===== src/rtl/fdiv_iter.sv =====
// fdiv_iter -- multi-cycle floating-point divider (radix-2 restoring).
//
// Operands and result use the split sign/exp/frac format of the FPU datapath.
// Only one divide is in flight at a time, with a valid/ready handshake on each side.
//   clk, rst          : rising-edge clock, asynchronous active-high reset
//   in_valid/in_ready : operand handshake; operands are captured when both are high
//   A_*, B_*          : dividend / divisor sign, exponent, stored fraction
//   out_valid/out_ready : result handshake; the result is held until it is accepted
//   sign, exp, frac   : result
//   error             : invalid operation, result is the canonical NaN
//   overflow          : result forced to infinity (exponent overflow or infinite dividend)
//   underflow         : result flushed to zero by exponent underflow
//   div_by_zero       : finite non-zero value divided by zero
//
// Build option: define FDIV_ROUND_EN for round-to-nearest-even.
// Without it, the quotient is truncated. Latency is the same in both builds.
module fdiv_iter #(
  parameter int EXP_W  = 8,
  parameter int FRAC_W = 23,
  parameter int BIAS   = 2**(EXP_W-1)-1
) (
  input  logic              clk,
  input  logic              rst,
  input  logic              in_valid,
  output logic              in_ready,
  input  logic              A_sign,
  input  logic [EXP_W-1:0]  A_exp,
  input  logic [FRAC_W-1:0] A_frac,
  input  logic              B_sign,
  input  logic [EXP_W-1:0]  B_exp,
  input  logic [FRAC_W-1:0] B_frac,
  output logic              out_valid,
  input  logic              out_ready,
  output logic              sign,
  output logic [EXP_W-1:0]  exp,
  output logic [FRAC_W-1:0] frac,
  output logic              error,
  output logic              overflow,
  output logic              underflow,
  output logic              div_by_zero
);

  localparam int M_W   = FRAC_W + 1;   // mantissa including the hidden bit
  localparam int R_W   = FRAC_W + 2;   // partial remainder
  localparam int Q_W   = FRAC_W + 3;   // quotient: one integer bit plus FRAC_W+2 fraction bits
  localparam int E_W   = EXP_W + 2;    // signed working exponent
  localparam int CNT_W = $clog2(Q_W);

  localparam logic [CNT_W-1:0]      LAST_STEP = CNT_W'(Q_W - 1);
  localparam logic [EXP_W-1:0]      EXP_ONES  = '1;
  localparam logic [FRAC_W-1:0]     NAN_FRAC  = {1'b1, {(FRAC_W-1){1'b0}}};
  localparam logic signed [E_W-1:0] E_MAX     = E_W'(2**EXP_W - 1);
  localparam logic signed [E_W-1:0] E_ZERO    = '0;

  typedef enum logic [1:0] {IDLE, DIVIDE, NORM, DONE} state_t;
  state_t state, state_nx;

  logic [EXP_W-1:0] a_exp_r, b_exp_r;
  logic [R_W-1:0]   rem;
  logic [M_W-1:0]   dvsr;
  logic [Q_W-1:0]   quo;
  logic [CNT_W-1:0] cnt;

  // Operand classification and special-case selection
  logic a_zero, a_inf, a_nan, b_zero, b_inf, b_nan;
  logic sp_nan, sp_dbz, sp_ovf, sp_zero, special;

  always_comb begin
    a_zero  = (A_exp == '0);
    a_inf   = (A_exp == EXP_ONES) && (A_frac == '0);
    a_nan   = (A_exp == EXP_ONES) && (A_frac != '0);
    b_zero  = (B_exp == '0);
    b_inf   = (B_exp == EXP_ONES) && (B_frac == '0);
    b_nan   = (B_exp == EXP_ONES) && (B_frac != '0);
    sp_nan  = a_nan || b_nan || (a_zero && b_zero) || (a_inf && b_inf);
    // The later cases rely on sp_nan having removed the combinations handled above.
    sp_dbz  = !sp_nan && b_zero && !a_zero && !a_inf;
    sp_ovf  = !sp_nan && a_inf;
    sp_zero = !sp_nan && (a_zero || b_inf);
    special = sp_nan || sp_dbz || sp_ovf || sp_zero;
  end

  // One restoring-division step. The subtracted remainder is always below the divisor,
  // so dropping its MSB in the shift loses nothing.
  logic           q_bit;
  logic [R_W-1:0] rem_nx;

  always_comb begin
    q_bit  = (rem >= {1'b0, dvsr});
    rem_nx = q_bit ? ((rem - {1'b0, dvsr}) << 1) : (rem << 1);
  end

  // Normalisation, optional rounding and exponent range check
  logic                  hi, guard, sticky;
  logic [FRAC_W-1:0]     mfrac;
  logic signed [E_W-1:0] e_n;
  logic [EXP_W-1:0]      n_exp;
  logic [FRAC_W-1:0]     n_frac;
  logic                  n_ovf, n_unf;
`ifdef FDIV_ROUND_EN
  logic [FRAC_W:0]       mfrac_sum;
`else
  logic                  unused_round;
`endif

  always_comb begin
    hi     = quo[Q_W-1];
    sticky = (rem != '0);
    e_n    = {2'b00, a_exp_r} - {2'b00, b_exp_r} + E_W'(BIAS);
    if (hi) begin
      mfrac  = quo[Q_W-2:2];
      guard  = quo[1];
      sticky = sticky | quo[0];
    end else begin
      mfrac  = quo[FRAC_W:1];
      guard  = quo[0];
      e_n    = e_n - E_W'(1);
    end
`ifdef FDIV_ROUND_EN
    mfrac_sum = {1'b0, mfrac} + {{FRAC_W{1'b0}}, guard & (sticky | mfrac[0])};
    // On a carry out, the low bits are already zero and the mantissa becomes 1.0 * 2.
    if (mfrac_sum[FRAC_W]) e_n = e_n + E_W'(1);
    mfrac = mfrac_sum[FRAC_W-1:0];
`else
    unused_round = guard ^ sticky;
`endif
    n_exp  = '0;
    n_frac = '0;
    n_ovf  = 1'b0;
    n_unf  = 1'b0;
    if (e_n >= E_MAX) begin
      n_exp = '1;
      n_ovf = 1'b1;
    end else if (e_n <= E_ZERO) begin
      n_unf = 1'b1;
    end else begin
      n_exp  = e_n[EXP_W-1:0];
      n_frac = mfrac;
    end
  end

  // FSM
  always_ff @(posedge clk or posedge rst) begin
    if (rst) state <= IDLE;
    else     state <= state_nx;
  end

  always_comb begin
    state_nx  = state;
    in_ready  = 1'b0;
    out_valid = 1'b0;
    case (state)
      IDLE: begin
        in_ready = 1'b1;
        if (in_valid) state_nx = special ? DONE : DIVIDE;
      end
      DIVIDE: if (cnt == LAST_STEP) state_nx = NORM;
      NORM:   state_nx = DONE;
      DONE: begin
        out_valid = 1'b1;
        if (out_ready) state_nx = IDLE;
      end
      default: state_nx = IDLE;
    endcase
  end

  // Datapath and result registers
  always_ff @(posedge clk or posedge rst) begin
    if (rst) begin
      a_exp_r     <= '0;
      b_exp_r     <= '0;
      rem         <= '0;
      dvsr        <= '0;
      quo         <= '0;
      cnt         <= '0;
      sign        <= 1'b0;
      exp         <= '0;
      frac        <= '0;
      error       <= 1'b0;
      overflow    <= 1'b0;
      underflow   <= 1'b0;
      div_by_zero <= 1'b0;
    end else begin
      case (state)
        IDLE: if (in_valid && in_ready) begin
          a_exp_r     <= A_exp;
          b_exp_r     <= B_exp;
          rem         <= {1'b0, 1'b1, A_frac};
          dvsr        <= {1'b1, B_frac};
          quo         <= '0;
          cnt         <= '0;
          sign        <= sp_nan ? 1'b0 : (A_sign ^ B_sign);
          error       <= 1'b0;
          overflow    <= 1'b0;
          underflow   <= 1'b0;
          div_by_zero <= 1'b0;
          if (sp_nan) begin
            exp   <= '1;
            frac  <= NAN_FRAC;
            error <= 1'b1;
          end else if (sp_dbz) begin
            exp         <= '1;
            frac        <= '0;
            div_by_zero <= 1'b1;
          end else if (sp_ovf) begin
            exp      <= '1;
            frac     <= '0;
            overflow <= 1'b1;
          end else if (sp_zero) begin
            exp  <= '0;
            frac <= '0;
          end
        end
        DIVIDE: begin
          rem <= rem_nx;
          quo <= {quo[Q_W-2:0], q_bit};
          cnt <= cnt + CNT_W'(1);
        end
        NORM: begin
          exp       <= n_exp;
          frac      <= n_frac;
          overflow  <= n_ovf;
          underflow <= n_unf;
        end
        default: ;
      endcase
    end
  end

endmodule


===== config.mk =====
export PLATFORM = sky130hd
export DESIGN_NAME = fdiv_iter
export DESIGN_NICKNAME = d
export VERILOG_FILES = /design/src/rtl/fdiv_iter.sv
export SDC_FILE = /design/constraint.sdc
export NUM_CORES = 1
export LEC_CHECK = 0
export CORE_ASPECT_RATIO = 0.75
export CORE_MARGIN = 4
export CORE_UTILIZATION = 57
export CTS_BUF_LIST = sky130_fd_sc_hd__clkbuf_8
export DETAILED_ROUTE_END_ITERATION = 12
export PLACE_DENSITY = 0.94
export SLEW_MARGIN = 0
export SYNTH_ARGS = -nofsm -noshare
export SYNTH_HDL_FRONTEND = slang
export SYNTH_SLANG_ARGS = --single-unit

===== constraint.sdc =====
create_clock -name clk -period 4.38 [get_ports clk]
set_input_delay 0.438 -clock clk [delete_from_list [all_inputs] [get_ports clk]]
set_output_delay 0.438 -clock clk [all_outputs]
set_load 0.05 [all_outputs]

==> impl_metrics.yaml <==
run_status:
  outcome: "completed"
detailed_routing:
  avgRoutedWirePerCell_um: 17.6
  first_pass_iters: 6
  vias: 6798
  detail_route.vias_per_cell: 6.08
  drc: 0
  drtAntennaViolNets: 0
  drt_iter0_markers: 676
  drt_wl_total_um: 19700
timing:
  fin_skew_ps: 18.7
  fin_ws_ps: 723
  tightest_slew_ps: 1100
  timing.fmax_mhz: 273
  tns_ps: 0
  drv_slew: 0
  rsz0062_at_grt: "no"
  max-slew-margin-rel_pct: 26.9
  min_period_ps: 3660
  finalCritPeriodShare_pct: 83.5
  setup_violations: 0
  hold_viol: 0
critical_path:
  critical_path_required_ps: 4750
  cp_cell_sequence: "ha_1, fa_1, ha_1, nor2b_1, nand2_1, nor3_1, mux2i_1, nor3b_1, o211ai_1, a31o_1, or4b_4, o21ai_1"
  path_delay_family: "simple AND/OR/NAND/NOR gates"
  arrival_ps: 4020
  crit_type: "reg2reg"
  r2r_end: "frac[20]"
  r2r_start: "b_exp_r[0]"
  r2r_slack_ps: 720
  crit_top_cell: "ha_1"
  max_stage_delay_ps: 700
  crit_start: "b_exp_r[0]"
  critPathBufInv: 0
  worstSetupStartpointType: "flop"
  ff2ff_path_depth: 12
  cp_slowest_cell: "or4b_4"
  end_kind: "flop"
  path_max_fanout: 23
logic_synthesis:
  synth-edff-count: 0
  synth_flop_cell: "dfrtp_1"
  ys_seq_area_share_pct: 43.3
  synth.avg_cell_area_um2: 9.26
  syn_area_um2: 7740
  ys_types: 62
  yosys_warnings: 0
  syn_inst: 836
  synth_seq_cells: 134
  synth_nets: 946
  synth-async-reset-ratio_pct: 100
global_routing:
  overflow: 0
  grt_pass1_vias: 6477
  antenna_found_initial: 0
  grt_max_degree: 70
  grt_pass1_wl_um: 32500
  grt.total_usage_pct: 26.1
final_layout:
  syn_to_final_growth_pct: 21.2
  final_common_cell: "dfrtp_1"
  final_cell_mix: "dfrtp_1, clkdlybuf4s50_1, nand2_1, o21ai_0, nor2_1"
  drive_above_1_share_pct: 6.86
  finalNetCount: 1045
  num_antenna_cells: 0
die:
  die_x_um: 143
  top_level_ports: 106
  dieArea_um2: 15500
  die_y_um: 109
  start_util_pct: 58.8
  fp.coreArea_um2: 13200
  rows: 36
place:
  globalplace.congestion: 0.897
  place_hpwl_um: 14300
  portBuffers: 105
  place_ws_ps: 748
power_and_ir_drop:
  peakVddDrop_mv: 0.486
  powerDensity_nw_per_um2: 890
  p_leak_uw: 0.00408
clock_network:
  cts_tree: "built"
  clock_path_buffers: 2
  post_cts_buffers: 0
  clk_pin_slew_ps: 90
  htree_levels: 4
  cts_num_sinks: 134
  cts_hold_buf: 0
  cts.repair.resized: 0
  numCtsBuffers: 17
  cts_root_buffer: "clkbuf_8"
  clk-insertion-delay-late_ps: 450
min_path:
  hold_path.startpoint: "dvsr[23]"
  min_path_type: "reg2reg"
  hold_depth: 2
  hold_end: "dvsr[23]"
flow_run:
  timing.max_cap.violations: 0
-- tightest hold or removal path: stages, from the launching register on --
cell	delay (ps)
dfrtp_1	330
inv_1	50
nand2_1	50
-- synth_stat cells, types with 19 or more instances --
cell type    n  area (um2)
a22o_1      26         228
nand2_1     99         372
o21ai_0     72         360
nor2_1      52         195
a21oi_1     49         245
a21o_1      19         143
dfrtp_1    134        3350
mux2i_1     34         340
o21ai_1     25         125
ha_1        40         500
clkbuf_1    28         105
inv_1       47         176
-- sequential cells by signal, summed over array words and instances (netlist names) --
register and flops:
a_exp_r 8, b_exp_r 8, cnt 5, div_by_zero 1, dvsr 24, error 1
exp 8, frac 23, overflow 1, quo 26, rem 25, sign 1
state 2, underflow 1
-- how the worst max path moves through the flow --
| stage | depth (start not counted) | to | slack (ps) |
|---|---|---|---|
| 2_1_floorplan | 1 | a_exp_r[0] | 360 |
| 3_3_place_gp | 13 | frac[1] | 910 |
| 3_5_place_dp | 12 | frac[9] | 750 |
| 4_1_cts | 12 | frac[20] | 730 |
| 5_1_grt | 13 | frac[4] | 350 |
| 6_report | 12 | frac[20] | 720 |
-- kinds of logic (layout without fill, tap and decap cells) --
kind of cell | after synthesis | after routing | share of synthesized area [%]
AOI/OAI and AO/OA | 252 | 252 | 20.3
xor gates and xnor gates | 34 | 34 | 4.04
adders and majority gates | 42 | 42 | 6.98
buffers and inverters | 82 | 194 | 4.20
DFF | 134 | 134 | 43.3
muxes | 44 | 44 | 5.85
and+or+nand+nor | 248 | 248 | 15.3
-- where the power goes --
part	switching, uW	leakage, uW	total (uW)	internal, uW
registers	238	0.00173	1860	1620
clock network	575	0.000222	1120	545
logic	3260	0.00213	5370	2110
-- through the flow --
stage / area (um2) / hold slack, ps / power [uW] / cells / util [%]
2_1_floorplan: 7740 / 418 / 5940 / 836 / -
3_3_place_gp: 8950 / 432 / 6880 / 1087 / 68.0
3_5_place_dp: 8950 / 436 / 7090 / 1087 / 68.0
4_1_cts: 9380 / 456 / 8260 / 1119 / 71.3
5_1_grt: 9380 / 477 / 9020 / 1119 / 71.3
6_report: 9380 / 459 / 8350 / 1119 / 71.3
-- layer usage --
layer  wire length, um  share of wire (%)  vias to the layer above  track usage (%)
met1              9000                 46                     3236             38.0
met4               438                2.2                        0             7.53
met5                 0                  0                        -                0
li1                  -                  -                     3216                -
met3              1410                7.1                       43             5.13
met2              8900                 45                      303             39.9
-- final cells by class --
type,count,area (um2)
Fill cell,960,3770
Multi-Input combinational cell,620,4080
Timing Repair Buffer,115,1130
Clock inverter,15,199
Clock buffer,17,234
Inverter,47,179
Tap cell,171,214
Sequential cell,134,3350
(Power assumes the default switching activity.)
